### src/rtl/fmesh_xy_route_unit_pkg.sv
// Shared definitions for the fmesh XY routing lookup: port numbering,
// width helper and the decoded endpoint record.
package fmesh_xy_route_unit_pkg;

  localparam int LOCAL = 0;
  localparam int EAST  = 1;
  localparam int NORTH = 2;
  localparam int WEST  = 3;
  localparam int SOUTH = 4;
  localparam int MAX_P = 5;

  // Wide enough for any practical mesh dimension; users slice to their widths.
  localparam int FIELD_W = 8;

  typedef struct packed {
    logic [FIELD_W-1:0] ep;
    logic [FIELD_W-1:0] ey;
    logic [FIELD_W-1:0] ex;
  } endp_t;

  // Ceiling log2, never below 1 so a single-router dimension still has a bit.
  function automatic int log2(input int n);
    int r;
    r = 0;
    while ((1 << r) < n) r++;
    return (r == 0) ? 1 : r;
  endfunction

endpackage

### src/rtl/fmesh_endp_field_decode.sv
// Combinational split of an endpoint address {ep, y, x} plus legality check.
// Edge endpoints are only legal on the matching mesh boundary, and only in FMESH.
module fmesh_endp_field_decode
  import fmesh_xy_route_unit_pkg::*;
#(
  parameter string TOPOLOGY = "FMESH",
  parameter int    T1       = 4,
  parameter int    T2       = 4,
  parameter int    Pw       = 3,
  parameter int    Xw       = log2(T1),
  parameter int    Yw       = log2(T2),
  parameter int    EAw      = Pw + Yw + Xw
) (
  input  logic [EAw-1:0] addr,
  output endp_t          fields,
  output logic           legal
);

  localparam bit IS_MESH = (TOPOLOGY == "MESH");

  logic [Xw-1:0] x;
  logic [Yw-1:0] y;
  logic [Pw-1:0] p;

  assign x = addr[Xw-1:0];
  assign y = addr[Yw+Xw-1:Xw];
  assign p = addr[EAw-1:Yw+Xw];

  assign fields.ex = FIELD_W'(x);
  assign fields.ey = FIELD_W'(y);
  assign fields.ep = FIELD_W'(p);

  always_comb begin
    legal = (p == Pw'(LOCAL));
    if (!IS_MESH) begin
      if (p == Pw'(EAST)  && x == Xw'(T1 - 1)) legal = 1'b1;
      if (p == Pw'(WEST)  && x == Xw'(0))      legal = 1'b1;
      if (p == Pw'(NORTH) && y == Yw'(0))      legal = 1'b1;
      if (p == Pw'(SOUTH) && y == Yw'(T2 - 1)) legal = 1'b1;
    end
  end

endmodule

### src/rtl/fmesh_xy_route_unit.sv
// Registered XY route lookup: one cycle from valid_in to valid_out, no stall.
// Result registers load only on valid_in; valid_out simply follows valid_in.
module fmesh_xy_route_unit
  import fmesh_xy_route_unit_pkg::*;
#(
  parameter string TOPOLOGY = "FMESH",
  parameter int    T1       = 4,
  parameter int    T2       = 4,
  parameter int    Pw       = 3,
  parameter int    Xw       = log2(T1),
  parameter int    Yw       = log2(T2),
  parameter int    EAw      = Pw + Yw + Xw,
  parameter int    RAw      = Yw + Xw
) (
  input  logic             clk,
  input  logic             reset,
  input  logic             valid_in,
  input  logic [RAw-1:0]   current_r_addr,
  input  logic [EAw-1:0]   dest_e_addr,
  output logic             valid_out,
  output logic [Pw-1:0]    destport,
  output logic [MAX_P-1:0] destport_one_hot,
  output logic [Xw-1:0]    ex,
  output logic [Yw-1:0]    ey,
  output logic [Pw-1:0]    ep,
  output logic             addr_err
);

  endp_t dec;
  logic  legal;

  fmesh_endp_field_decode #(
    .TOPOLOGY (TOPOLOGY),
    .T1       (T1),
    .T2       (T2),
    .Pw       (Pw),
    .Xw       (Xw),
    .Yw       (Yw),
    .EAw      (EAw)
  ) u_decode (
    .addr   (dest_e_addr),
    .fields (dec),
    .legal  (legal)
  );

  logic [Xw-1:0] cx, dx;
  logic [Yw-1:0] cy, dy;
  logic [Pw-1:0] dp;

  assign cx = current_r_addr[Xw-1:0];
  assign cy = current_r_addr[RAw-1:Xw];
  assign dx = dec.ex[Xw-1:0];
  assign dy = dec.ey[Yw-1:0];
  assign dp = dec.ep[Pw-1:0];

  // Upper record bits are zero padding beyond this instance's widths.
  logic unused_fields;
  assign unused_fields = ^{dec.ep, dec.ey, dec.ex};

  logic [Pw-1:0]    port_nxt;
  logic [MAX_P-1:0] one_hot_nxt;

  always_comb begin
    if (dx > cx)      port_nxt = Pw'(EAST);
    else if (dx < cx) port_nxt = Pw'(WEST);
    else if (dy > cy) port_nxt = Pw'(SOUTH);
    else if (dy < cy) port_nxt = Pw'(NORTH);
    else              port_nxt = dp;

    one_hot_nxt = '0;
    if (legal) one_hot_nxt = MAX_P'(1) << port_nxt;
    else       port_nxt    = Pw'(LOCAL);
  end

  always_ff @(posedge clk or negedge reset) begin
    if (!reset) begin
      valid_out        <= 1'b0;
      destport         <= '0;
      destport_one_hot <= '0;
      ex               <= '0;
      ey               <= '0;
      ep               <= '0;
      addr_err         <= 1'b0;
    end else begin
      valid_out <= valid_in;
      if (valid_in) begin
        destport         <= port_nxt;
        destport_one_hot <= one_hot_nxt;
        ex               <= dx;
        ey               <= dy;
        ep               <= dp;
        addr_err         <= ~legal;
      end
    end
  end

endmodule

### config.mk
export PLATFORM = sky130hd
export DESIGN_NAME = fmesh_xy_route_unit
export DESIGN_NICKNAME = d
export VERILOG_FILES = /design/src/rtl/fmesh_xy_route_unit_pkg.sv /design/src/rtl/fmesh_endp_field_decode.sv /design/src/rtl/fmesh_xy_route_unit.sv
export SDC_FILE = /design/constraint.sdc
export NUM_CORES = 1
export LEC_CHECK = 0
export CAP_MARGIN = 0
export CORE_MARGIN = 10
export CORE_UTILIZATION = 47
export DETAILED_ROUTE_END_ITERATION = 8
export MAX_ROUTING_LAYER = met4
export PLACE_DENSITY = 0.83
export REMOVE_ABC_BUFFERS = 1
export SLEW_MARGIN = 20
export SYNTH_ARGS = -nofsm -noshare
export SYNTH_HDL_FRONTEND = slang
export SYNTH_SLANG_ARGS = --single-unit
### constraint.sdc
create_clock -name clk -period 1.05 [get_ports clk]
set_input_delay 0.105 -clock clk [delete_from_list [all_inputs] [get_ports clk]]
set_output_delay 0.105 -clock clk [all_outputs]
set_load 0.005 [all_outputs]
==> results.txt, run 1 <==
outcome -> complete, but fails checks
failing checks -> setup timing
drt wl/cell -> 23.96 um
final worst slack -> -140.3 ps
Synth area leader -> dfrtp_1
clk_lat worst skew -> 300 ps
# H-tree levels -> 1
Num CTS Buffers -> 3
clk_skew -> 0 ps
Crit Path Class -> primary input to flop
vias in the first global route -> 989
Final Hold Fails -> 0
CTS tree -> yes
f_max -> 840.1 MHz
area grow syn2layout -> 87.71%
Cell Area, Synth -> 875.8 um^2
Syn Area/Cell -> 11.37 um^2
Worst-Margin Slew -> 364.8 ps
Yosys reg bits -> 17
Pleak -> 0.7265 nW
Slew Limit Fails -> 0
Initial Util -> 0.5018
final WL -> 3.905 mm
Synth async-reset ratio -> 1.000
most common cell in the netlist -> dfrtp_1
global-route wire length before repair -> 4.878 mm
Final Cycle Share -> 1.134
initial antenna violation count -> 1
Via-to-Cell Ratio -> 5.982
Slew HR -> 0.7568
Hold Crit Class -> primary input to asynchronous set/reset pin
clk sinks -> 17
Tot GR Track Use -> 0.1516
fin nets -> 156
Total Power -> 1.778 mW
Mapped Cells -> 77
critical path startpoint category -> primary input
layout cells sized above 1 -> 0.5693
via count -> 975
Final Setup Violations -> 11
Crit Path Max Fanout -> 3
I/O pins -> 31
yosys warns -> 0
Worst setup EP type -> flop
Max IR drop VDD -> 1165 uV
area of the core -> 1745 um^2
ys flop type -> dfrtp_1
synth cell count leaders -> 17 x dfrtp_1, 13 x inv_1, 7 x mux2_2
number of synthesized flops with an enable pin -> 0
pwr dens -> 1081 nW/um^2
fillers -> 50
CTS Root Cell -> clkbuf_4
ANT nets after route -> 0
drt drc -> 0
Synth top area share -> 0.4857
maxcap violations -> 0
count of different cell masters after synthesis -> 26
hold buffer count at cts -> 0
port bufs -> 30
Area contributors post-synth -> dfrtp_1 49%, mux2_2 9.0%, ha_1 5.7%
Seq/Total Area, Yosys -> 0.4857
Critical Path RT -> 1250 ps
Final Hold Slack -> 129.9 ps
Worst EP arrival -> 1400 ps
DRT iter0 DRCs -> 64
largest net degree at the start of global routing -> 18
post-DP HPWL -> 1.904 mm
die area -> 3990 um^2
GRT overflow -> 0
Reg clk slew, reported paths -> 110 ps
Tmin final -> 1190 ps
row count -> 15
gpl congestion -> 0.8745
RSZ-0062 raised after global routing -> yes
Die Span Y -> 63.17 um
Max Buffers Root-to-Sink -> 2
Die Wd -> 63.17 um
DRT Pass-1 Iters -> 4
power breakdown:
| group | total [mW] | switching (mW) | internal, mW |
|---|---|---|---|
| Clock | 0.383 | 0.240 | 0.142 |
| Sequential | 0.742 | 0.0339 | 0.709 |
| Combinational | 0.653 | 0.299 | 0.353 |
per-layer routing:
metal,vias up,wire [um],global-route usage
met1,467,1476,0.1736
met5,-,0,-
met3,30,272,0.04064
met4,0,301,0.02186
met2,78,1854,0.2640
li1,400,-,-
path summary, 6_finish.rpt:
path / to / startpoint / slack (ps) / depth (start not counted)
setup / recovery: destport_one_hot[1] / dest_e_addr[2] / -140 / 7
hold / removal: destport[1] / reset / 130 / 2
setup reg to reg: destport[2] / destport[2] / 100 / 4
hold reg to reg: ex[1] / ex[1] / 530 / 1
max in group asynchronous: ey[1] / reset / 730 / 2
min in group clk: ex[0] / dest_e_addr[0] / 130 / 3
worst max-delay path, cell delays in order:
cell and delay, ps:
buf_8 100, inv_4 50, ha_4 200, and2_4 180, a22o_1 240, a31o_2 280
o32ai_2 230
sequential cells by signal, summed over array words and instances (netlist names):
name              count
valid_out             1
addr_err              1
destport_one_hot      5
ep                    3
ey                    2
ex                    2
destport              3
cell usage in the layout (no fill, tap or decap), types with 2 or more instances in the layout:
| master | count |
|---|---|
| a21oi_1 | 2 |
| buf_2 | 3 |
| buf_4 | 24 |
| buf_6 | 8 |
| buf_8 | 3 |
| clkbuf_4 | 3 |
| clkdlybuf4s15_1 | 16 |
| clkdlybuf4s50_1 | 2 |
| dfrtp_1 | 17 |
| ha_4 | 4 |
| inv_1 | 9 |
| inv_4 | 2 |
| mux2_2 | 7 |
| nand2_2 | 2 |
| nand2b_1 | 2 |
| nand2b_4 | 2 |
| nor3_1 | 2 |
| o22ai_2 | 3 |
| o32ai_2 | 2 |
stage by stage:
step	TNS [ps]	instances	worst slack (ps)	cell area, um^2	util
4_1_cts	-359.4	153	-111.3	1518	0.8695
3_5_place_dp	-9455	146	-959.1	1319	0.7556
5_1_grt	-1269	163	-151.3	1644	0.9419
6_report	-765.3	163	-140.3	1644	0.9419
2_1_floorplan	-1627	75	-315.0	867.1	-
3_3_place_gp	-8903	146	-869.2	1319	0.7556
kinds of logic (layout without fill, tap and decap cells):
| family | after synthesis | count (layout) | share of synthesized area |
|---|---|---|---|
| flops | 17 | 17 | 0.4857 |
| buf+inv | 15 | 75 | 0.06571 |
| simple gates | 15 | 15 | 0.1000 |
| other cells | 0 | 1 | 0 |
| mux | 7 | 7 | 0.09001 |
| fa+ha+maj | 4 | 4 | 0.05715 |
| compound gates | 19 | 19 | 0.2015 |
what timing repair did:
action	4_1_cts	5_1_grt
gates resized for setup	103	22
endpoints found under the setup margin	26	23
buffers inserted	3	9
pin swaps	18	10
final cells by class:
cell class,instances,area [um^2],share of cell area
Multi-Input combinational cell,45,574.3,0.3493
Timing Repair Buffer,58,524.3,0.3189
Sequential cell,17,425.4,0.2588
Inverter,13,58.81,0.03577
Tap cell,25,31.28,0.01903
Clock buffer,3,22.52,0.01370
Clock inverter,1,5.005,0.003044
Antenna cell,1,2.502,0.001522
Power figures use the tool's default switching activity.
==> run 2, diff against run 1 <==
Settings changed: CORE_UTILIZATION 47 to 43, PLACE_DENSITY 0.83 to 0.77.
Clock period 1.05 ns to 1.3 ns, I/O delays scaled along.
==> run 2 against run 1 <==
Effect of this change: the run now ends clean; setup slack better by 160 ps; largest power group unchanged; clock-buffer cell count rose by 1; wire length is 31% lower; hold slack worse by 29 ps; power shrank 25%.
==> results.txt, run 2 (same netlist as run 1, synthesis figures left out) <==
hold buffer count at cts -> 0
Largest regs -> destport_one_hot x5, destport x3, ep x3
Pleak -> 0.7554 nW
NetSw -> 0.3930 mW
Ant. Diodes -> 0
Via-to-Cell Ratio -> 5.140
Slew HR -> 0.7742
I/O pins -> 31
fin area -> 1504 um^2
Final Hold Slack -> 100.6 ps
Worst-Margin Slew -> 336.2 ps
Reg2Reg Setup Slack -> 540 ps
die area -> 4242 um^2
Sw Ratio -> 0.2958
drt drc -> 0
Reg clk slew, reported paths -> 110 ps
port bufs -> 30
Max IR drop VDD -> 723.1 uV
DRT Pass-1 Iters -> 4
Critical Path RT -> 1500 ps
DRT iter0 DRCs -> 20
Hold Crit Class -> primary input to flop
GRT overflow -> 0
Tot GR Track Use -> 0.1348
Crit Path Class -> primary input to flop
area of the core -> 1942 um^2
CTS tree -> yes
f_max -> 778.1 MHz
Flop pwr share -> 0.447
critical path startpoint category -> primary input
post-DP HPWL -> 1.949 mm
max FFs per register -> 5
pwr dens -> 883.5 nW/um^2
initial antenna violation count -> 0
maxcap violations -> 0
fin nets -> 149
commonest non-fill, non-tap cell in the layout -> buf_4
Crit Path Max Fanout -> 3
outcome -> complete, no violations
global-route wire length before repair -> 4.402 mm
Initial Util -> 0.4510
Worst setup EP type -> flop
Final Setup Violations -> 0
vias in the first global route -> 947
largest net degree at the start of global routing -> 18
placed cell area -> 1336 um^2
Slew Limit Fails -> 0
fillers -> 142
Worst EP arrival -> 1480 ps
Clk network pwr share -> 0.225
commonest non-fill, non-tap cells in the layout -> 20 x buf_4, 17 x dfrtp_1, 14 x dlygate4sd2_1
clk_lat worst skew -> 290 ps
Die Span Y -> 65.13 um
RSZ-0062 raised after global routing -> yes
# H-tree levels -> 1
layout cells sized above 1 -> 0.4462
clk sinks -> 17
Final Hold Fails -> 0
Top reg by flops -> destport_one_hot
Die Wd -> 65.13 um
final WL -> 2.711 mm
ANT nets after route -> 0
via count -> 807
Pint -> 0.9357 mW
Max Buffers Root-to-Sink -> 2
clk_skew -> 0 ps
Num CTS Buffers -> 3
combinational group share of total power -> 0.328
Tmin final -> 1285 ps
area grow syn2layout -> 71.71%
CTS Root Cell -> clkbuf_4
gpl congestion -> 0.8762
Final Cycle Share -> 0.9886
drt wl/cell -> 17.27 um
row count -> 16
-- run 2: worst paths after layout --
kind	to	cells after the start	start
max reg2reg	ex[0]	1	ex[0]
min in group asynchronous	destport[2]	2	reset
min reg2reg	addr_err	1	addr_err
max in group asynchronous	ep[2]	2	reset
max	destport_one_hot[1]	6	current_r_addr[2]
min	ex[0]	2	dest_e_addr[0]
-- run 2: routing by layer --
layer | part of all wire | up-vias | GRT usage
met2 | 0.55 | 23 | 0.2401
met1 | 0.40 | 395 | 0.1373
met4 | 0.020 | 0 | 0.05615
li1 | - | 383 | -
met5 | 0 | - | -
met3 | 0.037 | 6 | 0.03559
-- run 2: metrics by stage --
step	setup WS, ps	utilization	instances	total power [mW]	TNS (ps)
after global placement	-594.2	0.6881	150	0.9677	-4835
after floorplan	-90.00	-	75	0.7366	-144.3
after detailed placement	-734.3	0.6881	150	0.9792	-5278
after global routing	-9.967	0.7745	157	1.413	-14.82
final	14.81	0.7745	157	1.329	0
after CTS	0.03320	0.7455	155	1.300	0
-- run 2: final cells by class --
class	instances	area, um^2	area share
multi-input combinational	45	535.5	0.3561
timing repair buffer	51	434.2	0.2887
sequential	17	425.4	0.2829
inverter	13	48.80	0.03245
tap	27	33.78	0.02246
clock buffer	4	26.28	0.01747
-- run 2: what timing repair did --
item	in CTS	in global routing
resized for setup	53	13
endpoints found under the hold margin	0	0
pin swaps	16	10
setup buffers	1	2
endpoints found under the setup margin	20	11
-- run 2: power by group through the flow --
stage	combinational [mW]	sequential (mW)	clock [mW]
floorplan	0.129	0.608	0
global placement	0.365	0.603	0
global route	0.474	0.601	0.338
detailed placement	0.373	0.606	0
finish	0.436	0.594	0.299
CTS	0.404	0.595	0.301
-- run 2: worst max-delay path, stage by stage --
cell             delay, ps
clkdlybuf4s15_1        170
ha_1                   280
and2_4                 180
a22o_4                 240
a31o_4                 220
o32ai_2                260
